<file path="config.mk">
export PLATFORM = sky130hd
export DESIGN_NAME = prog_loader
export DESIGN_NICKNAME = d
export VERILOG_FILES = /design/src/rtl/loader_pkg.sv /design/src/rtl/byte_packer.sv /design/src/rtl/prog_loader.sv
export SDC_FILE = /design/constraint.sdc
export NUM_CORES = 1
export LEC_CHECK = 0
export ABC_AREA = 1
export CELL_PAD_IN_SITES_DETAIL_PLACEMENT = 0
export CELL_PAD_IN_SITES_GLOBAL_PLACEMENT = 1
export CORE_UTILIZATION = 37
export CTS_CLUSTER_DIAMETER = 50
export DETAILED_ROUTE_END_ITERATION = 10
export GPL_TIMING_DRIVEN = 1
export PLACE_DENSITY = 0.81
export SETUP_SLACK_MARGIN = 0.5
export SLEW_MARGIN = 30
export SYNTH_ARGS = -nofsm -noshare
export SYNTH_HDL_FRONTEND = slang
export SYNTH_SLANG_ARGS = --single-unit
export TNS_END_PERCENT = 50
</file>
<file path="constraint.sdc">
create_clock -name clk -period 2.31 [get_ports clk]
set_input_delay 0.462 -clock clk [delete_from_list [all_inputs] [get_ports clk]]
set_output_delay 0.462 -clock clk [all_outputs]
set_load 0.01 [all_outputs]
</file>
<file path="src/rtl/loader_pkg.sv">
// loader_pkg: shared constants and FSM state encoding for prog_loader
package loader_pkg;
    localparam int W_BYTE = 8;
    localparam int W_OPCODE = 4;
    localparam logic [W_OPCODE-1:0] HALT_OP = 4'b0000;
    typedef logic [2:0] state_t;
    localparam state_t LOAD = 3'd0;
    localparam state_t START = 3'd1;
    localparam state_t RUN = 3'd2;
    localparam state_t DUMP = 3'd3;
    localparam state_t DONE = 3'd4;
endpackage

</file>
<file path="src/rtl/byte_packer.sv">
// byte_packer: packs a little-endian byte stream into W_INSTR-bit words
// Ports: clk, rst, clear (drop partial word), data/valid (byte in),
//        word/word_valid (complete word, word_valid high for 1 cycle).
module byte_packer
    import loader_pkg::*;
#(
    parameter int W_INSTR = 16
) (
    input  logic               clk,
    input  logic               rst,
    input  logic               clear,
    input  logic [W_BYTE-1:0]  data,
    input  logic               valid,
    output logic [W_INSTR-1:0] word,
    output logic               word_valid
);
    localparam int NB = W_INSTR / W_BYTE;
    localparam int W_CNT = NB > 1 ? $clog2(NB) : 1;
    localparam logic [W_CNT-1:0] CNT_LAST = W_CNT'(NB - 1);
    logic [W_CNT-1:0] cnt;
    always_ff @(posedge clk) begin
        if (rst || clear) begin
            cnt <= '0;
            word_valid <= 1'b0;
        end else begin
            word_valid <= valid && cnt == CNT_LAST;
            if (valid) begin
                for (int i = 0; i < NB; i++)
                    if (cnt == W_CNT'(i)) word[i*W_BYTE +: W_BYTE] <= data;
                cnt <= cnt == CNT_LAST ? '0 : cnt + 1'b1;
            end
        end
    end
endmodule

</file>
<file path="src/rtl/prog_loader.sv">
// prog_loader: loads IRAM from a byte stream, runs the CPU, dumps DRAM as bytes
// Ports: clk/rst; s_data/s_valid/s_ready byte input; iram_we/iram_addr/iram_din;
//        dram_addr/dram_dout (1-cycle read); mem_sel (1 = loader owns memories);
//        start/idle CPU handshake; m_data/m_valid/m_ready/m_last dump output;
//        restart/done; timeout_err (sticky).
// Option: PROG_LOADER_CHECKSUM_EN appends a negated mod-256 sum byte to the dump.
module prog_loader
    import loader_pkg::*;
#(
    parameter int W_INSTR = 16,
    parameter int IRAM_DEPTH = 256,
    parameter int DRAM_DEPTH = 256,
    parameter int RUN_TIMEOUT = 2**20,
    localparam int W_IADDR = $clog2(IRAM_DEPTH),
    localparam int W_DADDR = $clog2(DRAM_DEPTH)
) (
    input  logic               clk,
    input  logic               rst,
    input  logic [7:0]         s_data,
    input  logic               s_valid,
    output logic               s_ready,
    output logic               iram_we,
    output logic [W_IADDR-1:0] iram_addr,
    output logic [W_INSTR-1:0] iram_din,
    output logic [W_DADDR-1:0] dram_addr,
    input  logic [7:0]         dram_dout,
    output logic               mem_sel,
    output logic               start,
    input  logic               idle,
    output logic [7:0]         m_data,
    output logic               m_valid,
    input  logic               m_ready,
    output logic               m_last,
    input  logic               restart,
    output logic               done,
    output logic               timeout_err
);
    localparam int W_RUN = RUN_TIMEOUT > 1 ? $clog2(RUN_TIMEOUT) : 1;
    localparam logic [W_RUN-1:0] RUN_LAST = W_RUN'(RUN_TIMEOUT > 0 ? RUN_TIMEOUT - 1 : 0);
    localparam logic [W_IADDR-1:0] IRAM_LAST = W_IADDR'(IRAM_DEPTH - 1);
    localparam logic [W_DADDR-1:0] DRAM_LAST = W_DADDR'(DRAM_DEPTH - 1);
`ifdef PROG_LOADER_CHECKSUM_EN
    localparam bit DATA_LAST = 1'b0;
    logic [7:0] sum;
    logic csum_ph;
`else
    localparam bit DATA_LAST = 1'b1;
`endif
    state_t state;
    logic [W_RUN-1:0] run_cnt;
    logic rd_wait, word_valid, halt_hit, run_idle, run_to, at_last;
    logic [W_INSTR-1:0] word;
    byte_packer #(.W_INSTR(W_INSTR)) packer (
        .clk(clk),
        .rst(rst),
        .clear(state != LOAD),
        .data(s_data),
        .valid(s_valid && s_ready),
        .word(word),
        .word_valid(word_valid)
    );
    assign s_ready = state == LOAD;
    assign mem_sel = !(state == START || state == RUN);
    assign done = state == DONE;
    assign iram_we = word_valid && state == LOAD;
    assign iram_din = word;
    assign halt_hit = iram_we && (word[W_OPCODE-1:0] == HALT_OP || iram_addr == IRAM_LAST);
    // The CPU has not yet reacted to start in the first RUN cycle, so idle is stale there.
    assign run_idle = run_cnt != '0 && idle;
    assign run_to = RUN_TIMEOUT != 0 && run_cnt == RUN_LAST;
    assign at_last = dram_addr == DRAM_LAST;
    always_ff @(posedge clk) begin
        if (rst) begin
            state <= LOAD;
            iram_addr <= '0;
            dram_addr <= '0;
            run_cnt <= '0;
            rd_wait <= 1'b0;
            start <= 1'b0;
            m_data <= '0;
            m_valid <= 1'b0;
            m_last <= 1'b0;
            timeout_err <= 1'b0;
`ifdef PROG_LOADER_CHECKSUM_EN
            sum <= '0;
            csum_ph <= 1'b0;
`endif
        end else begin
            start <= state == START;
            case (state)
                LOAD: begin
                    if (iram_we && !halt_hit) iram_addr <= iram_addr + 1'b1;
                    if (halt_hit) state <= START;
                end
                START: begin
                    run_cnt <= '0;
                    state <= RUN;
                end
                RUN: begin
                    run_cnt <= run_cnt + W_RUN'(run_cnt != '1);
                    if (run_to && !run_idle) timeout_err <= 1'b1;
                    if (run_idle || run_to) begin
                        state <= DUMP;
                        dram_addr <= '0;
                        rd_wait <= 1'b0;
`ifdef PROG_LOADER_CHECKSUM_EN
                        sum <= '0;
                        csum_ph <= 1'b0;
`endif
                    end
                end
                DUMP: begin
                    // rd_wait spends one cycle per byte covering the DRAM read latency.
                    if (!m_valid) begin
                        rd_wait <= !rd_wait;
                        if (rd_wait) begin
                            m_data <= dram_dout;
                            m_valid <= 1'b1;
                            m_last <= DATA_LAST && at_last;
                        end
                    end else if (m_ready) begin
`ifdef PROG_LOADER_CHECKSUM_EN
                        sum <= sum + m_data;
                        if (!csum_ph && at_last) begin
                            m_data <= 8'd0 - (sum + m_data);
                            m_last <= 1'b1;
                            csum_ph <= 1'b1;
                        end else begin
                            m_valid <= 1'b0;
                            m_last <= 1'b0;
                            if (csum_ph) state <= DONE;
                            else dram_addr <= dram_addr + 1'b1;
                        end
`else
                        m_valid <= 1'b0;
                        m_last <= 1'b0;
                        if (at_last) state <= DONE;
                        else dram_addr <= dram_addr + 1'b1;
`endif
                    end
                end
                DONE: begin
                    if (restart) begin
                        state <= LOAD;
                        iram_addr <= '0;
                        timeout_err <= 1'b0;
                    end
                end
                default: state <= LOAD;
            endcase
        end
    end
endmodule

</file>
After elaboration in Yosys (flattened, before gate mapping)
Cells that the tools add are included. Widths: inputs -> output; s select.

Register bits after elaboration: 70. Bits in latches: 0. Bits in writable memories: 0. ROM bits: 0. Input port bits: 22. Output and inout bits: 48. Memories kept: 0.

Add/subtract/negate cells: 4. $mul: 0. Div/mod/pow operators: 0. Magnitude comparators: 0. Equal/unequal tests: 19. Shift-type cells: 0. Multiplexer cells: 29. Bitwise logic cells: 3. Reductions and logical operators: 33.

Operators with widths (count): $mux 8 (6); $pmux 20 s2 (1); $pmux 8 s2 (2); $reduce_and 3->1 (7); $add 20x1->20 (1); $eq 20x20->1 const B (1); $ne 20x20->1 const B (1); $reduce_bool 20->1 (1); $mux 3 (6); $add 8x1->8 const B (2); $eq 8x8->1 const B (2); $pmux 3 s5 (1); $ne 2x2->1 const B (6); $mux 1 (11); $ne 2x1->1 const B (5); $reduce_bool 2->1 (5); $logic_and 1x1->1 (7); $eq 3x2->1 const B (2); $reduce_and 6->1 (1); $reduce_and 5->1 (1); $logic_not 1->1 (4); $logic_not 4->1 (1); $logic_or 1x1->1 (4); $pmux 1 s2 (2); 6 further kinds (8).

Depth between registers and ports, before layout
Depth in word-level cells: 7. Gate-level depth with buffers: 14. Gate-level depth less buffers: 14.

By module
Synthesis repeated with hierarchy kept, for this count alone.

Cells, all modules: 444. Area total of the unflattened synthesis: 3400.8 um^2.

By module, submodules not included: prog_loader (instances 1, cells each 414, area an instance 2832.7 um^2); byte_packer (instances 1, cells each 30, area an instance 568.0 um^2).

Worst setup path before layout
Ideal clock, no wire load.

Path type: register to register. Start: register state[1]. End: register packer.word[0] (enable). Library setup time: 385 ps. Arrival: 1578 ps. Setup slack: 347 ps. Cell stages (with the launch flop): 6. Buffers on the path: 0. Clock period less this slack: 1963 ps. Cells stage by stage: dfxtp_1 > inv_2 > nand2_2 > nor2_1 > nand2_1 > nor3b_1.

Elaborated cells between the ends (all ways): 6.

RTL lines: start, declared (line prog_loader.sv:49) `state_t state;`; start signal, assigned (line prog_loader.sv:74) `state <= LOAD;`; start signal, assigned (line prog_loader.sv:93) `if (halt_hit) state <= START;`; start signal, assigned (line prog_loader.sv:97) `state <= RUN;`; $logic_not 3->1 (line prog_loader.sv:62) `assign s_ready = state == LOAD;`; named net s_ready (line prog_loader.sv:21) `output logic s_ready,`; $logic_and 1x1->1 (line prog_loader.sv:58) `.valid(s_valid && s_ready),`; $reduce_and 3->1 (no line); end signal, assigned by index (line byte_packer.sv:29) `if (cnt == W_CNT'(i)) word[i*W_BYTE +: W_BYTE] <= data;`; end, declared (line byte_packer.sv:14) `output logic [W_INSTR-1:0] word,`.

The timed path passes the listed nets, and every way through them passes these cells. A chain may end at the register's enable or synchronous reset.

Worst setup path in the final report
Start: register run_cnt[2]. End: register run_cnt[15].

Word-level cells in the longest chain between the ends: 3.

Ends and longest elaborated chain: start, declared (line prog_loader.sv:50) `logic [W_RUN-1:0] run_cnt;`; start signal, assigned (line prog_loader.sv:100) `run_cnt <= run_cnt + W_RUN'(run_cnt != '1);`; $ne 20x20->1 (line prog_loader.sv:100); $add 20x1->20 * (line prog_loader.sv:100); $pmux 20 s2 * (line prog_loader.sv:90) `case (state)`.

Every way passes the cells marked *; elsewhere a longest branch is shown, timed or not.

==> metrics.md <==
| Metric | Value |
|---|---|
| Status | `completed` |
| Dpl hpwl | `6308 um` |
| Max transition margin | `0.6764` |
| H-tree levels | `3` |
| Final WL | `9333 um` |
| Critical Path Fanout Max | `5` |
| Post-Layout Cell Count | `700` |
| Worst skew pair latency | `0.34 ns` |
| Num CTS Buffers | `9` |
| Final Worst Setup Slack | `0.4972 ns` |
| Hold Slack | `0.4583 ns` |
| CP endpoint kind | `register` |
| WL per Instance | `13.33 um` |
| Final Max Tran Viols | `0` |
| Worst Skew | `0.01052 ns` |
| Max Freq | `0.5516 GHz` |
| DRC marker count from the first detailed-route iteration | `108` |
| N_diodes | `0` |
| Worst setup path category | `register to register` |
| Ys Warns | `0` |
| Ys async rst share | `0` |
| Dominant cell type by area after synthesis | `dfxtp_1` |
| Pwr dens | `515.8 nW/um^2` |
| Synthesized net count | `502` |
| Clock Tree Root | `clkbuf_8` |
| Netlist cell types | `39` |
| Final period utilization | `0.7848` |
| CP Launch Point | `run_cnt[2]$_SDFFE_PP0N_` |
| Placed insts | `653` |
| TritonRoute pass-1 iters | `4` |
| Worst min-delay path category | `register to register` |
| Die height | `98.72 um` |
| Critical Path Max Stage Delay | `0.37 ns` |
| Initial antenna violation count | `0` |
| Met3 WL post-DR | `559 um` |
| Nets@finish | `613` |
| Leading cell type by number of instances after synthesis | `nand2_1` |
| Finished Core Util | `0.5614` |
| Main synth FF type | `dfxtp_1` |
| Crit path max-delay family | `simple AND/OR/NAND/NOR gates` |
| Clk buf depth | `2` |
| Synth top area cells | `dfxtp_1 31%, edfxtp_1 14%, nand2_1 13%` |
| Via density per instance | `4.949` |
| Vias | `3464` |
| Clock-pin slew on the worst setup and hold paths | `0.08 ns` |
| Crit Reg-Reg Endpoint | `run_cnt[15]$_SDFFE_PP0N_` |
| Post-Syn Area | `3461 um^2` |
| FF+latch area | `1622 um^2` |
| Worst-Margin Slew | `0.4818 ns` |
| Top Ports | `70` |
| CP arrival | `2.09 ns` |
| Syn_area_per_cell | `7.271 um^2` |
| RSZ-0062 raised after global routing | `yes` |
| Core box area | `8891 um^2` |
| Post-synth EDFFs | `16` |
| Top cells by count, synth | `124 x nand2_1, 69 x nor2_1, 54 x dfxtp_1` |
| Post-synthesis sequential area ratio | `0.4512` |
| Layout cells sized above 1 | `0.2584` |
| Slowest CP cell | `dfxtp_4` |
| Uppermost routed layer | `met4` |
| Pre-CTS setup slack | `0.2974 ns` |
| Max IR drop VDD | `0.2964 mV` |
| R2R Setup Slk | `0.50 ns` |
| Max-cap check violation count | `0` |
| Worst reg2reg path startpoint | `run_cnt[2]$_SDFFE_PP0N_` |
| Reg2reg path depth | `11` |
| Final GP Congestion | `0.8378` |
| Setup crit end | `run_cnt[15]$_SDFFE_PP0N_` |
| GR Overflow Total | `0` |
| Setup Viol. Count Final | `0` |
| Lkg Pwr | `2.038 nW` |
| Min Clock Period, post-route | `1.813 ns` |
| Largest net degree at the start of global routing | `31` |
| Top cell type's share of synthesized area | `0.3124` |
| Fill cell count | `845` |
| Die W | `98.72 um` |
| Gr usage total | `0.1983` |
| Drt drc | `0` |
| Hold_buf cts | `0` |
| Area Overhead vs Synth | `44.22%` |
| Starting Density | `0.3892` |
| Cells along the critical path | `nand2_4 -> nor2_4 -> nand4_1 -> ha_2 -> inv_2 -> nor3_4 -> nand2_1 -> inv_2 -> a21oi_1 -> nand3b_1 -> a21oi_2` |
| Most frequent cell on the critical path | `inv_2` |
| # clock sinks | `70` |
| Full die area | `9745 um^2` |
| #FFs+latches synth | `70` |
| Rows | `34` |
| Crit path launch type | `register` |
| Area occupied by multi-input gates | `1872 um^2` |
| Number of antenna-violating nets in the routed design | `0` |
| IO buf count | `69` |
| Worst Path Required | `2.59 ns` |
| Final Hold Viols | `0` |
| Metal2 WL | `4238 um` |
| Setup_tns | `0 ns` |
| Global-route wire length before repair | `15390 um` |
| Vias in the first global route | `3127` |
| Cells after Synth | `476` |
| Metal-1 WL | `4418 um` |
| Buffers and inverters on the worst path | `2` |
| Crit. path cell count | `11` |
| CTS tree | `built` |
-- cell type report --
class / instances / area share
Multi-Input combinational cell: 347 / 0.3750
Sequential cell: 70 / 0.3249
Timing Repair Buffer: 108 / 0.1958
Inverter: 51 / 0.03936
Tap cell: 108 / 0.02707
Clock buffer: 9 / 0.02482
Clock inverter: 7 / 0.01304
-- routing by layer --
layer,global-route usage,vias up
met5,0,-
met4,0.05626,0
met3,0.05177,10
met2,0.3072,99
met1,0.2733,1570
li1,-,1785
-- cells by family after synthesis --
logic type	Yosys count	share of synthesized area
AO/OA/AOI/OAI	63	0.09978
flip-flops	70	0.4512
buffers and inverters	59	0.06580
XOR/XNOR	2	0.005062
AND/OR/NAND/NOR	278	0.3637
adder cells (fa/ha/maj)	4	0.01446
-- worst min-delay path by stage --
stage,endpoint,start,slack [ns],cells past startpoint
final,iram_addr[0]$_SDFFE_PP0P_,iram_addr[0]$_SDFFE_PP0P_,0.46,1
after global routing,run_cnt[2]$_SDFFE_PP0N_,run_cnt[2]$_SDFFE_PP0N_,0.49,1
after CTS,run_cnt[2]$_SDFFE_PP0N_,run_cnt[2]$_SDFFE_PP0N_,0.47,1
after detailed placement,iram_addr[5]$_SDFFE_PP0P_,iram_addr[5]$_SDFFE_PP0P_,0.48,2
after global placement,run_cnt[2]$_SDFFE_PP0N_,run_cnt[2]$_SDFFE_PP0N_,0.48,1
after floorplan,run_cnt[2]$_SDFFE_PP0N_,run_cnt[2]$_SDFFE_PP0N_,0.46,1
-- layout by cell type (no fill, tap or decap), types with 2 or more instances in the layout --
cell               n
nand3_1           32
nor3_1             9
edfxtp_1          16
nand2_1          111
dfxtp_2           15
or2_2              2
nand4_1            4
a21oi_2            3
ha_1               2
ha_2               2
inv_1             35
clkdlybuf4s50_1   65
clkdlybuf4s15_1    2
a221oi_1           3
nand3b_1           2
buf_4             39
nor2_2             3
a21oi_1           33
inv_4              2
dfxtp_1           28
dfxtp_4           11
clkinv_2           3
o21ai_0           13
nor2_4             7
a31oi_1            2
nand3_2            5
nand2_4            9
nor2_1            64
nor3_4             4
nor3_2             3
nor3b_1            3
a211oi_1           2
o211ai_1           2
inv_2             14
and3_1             2
nand2_2           12
clkbuf_8           9
-- flip-flops by register name, summed over array words and instances, names as in the netlist --
signal and flops:
run_cnt 20, packer.word_valid 1, start 1, timeout_err 1, dram_addr 8, m_last 1
state 3, m_data 8, packer.word 16, m_valid 1, packer.cnt 1, iram_addr 8
rd_wait 1
-- stage by stage --
step / power [mW] / area [um^2]
6_report: 2.574 / 4991
2_1_floorplan: 1.460 / 3466
3_3_place_gp: 1.622 / 4315
4_1_cts: 2.597 / 4668
3_5_place_dp: 1.624 / 4315
5_1_grt: 2.702 / 4991
-- power by group --
part	internal, mW	switching (mW)	leakage (nW)	total [mW]
combinational	0.138	0.170	1.34	0.308
clock	0.491	0.483	0.0964	0.974
sequential	1.27	0.0209	0.599	1.29
-- what timing repair did --
item                                   CTS  global route
resized for setup                       48            58
setup endpoints to repair               20            52
endpoints found under the hold margin    0             0
pin swaps                                6            22
buffers inserted                        13            18
Note: power is estimated with default switching activity, not from simulation.
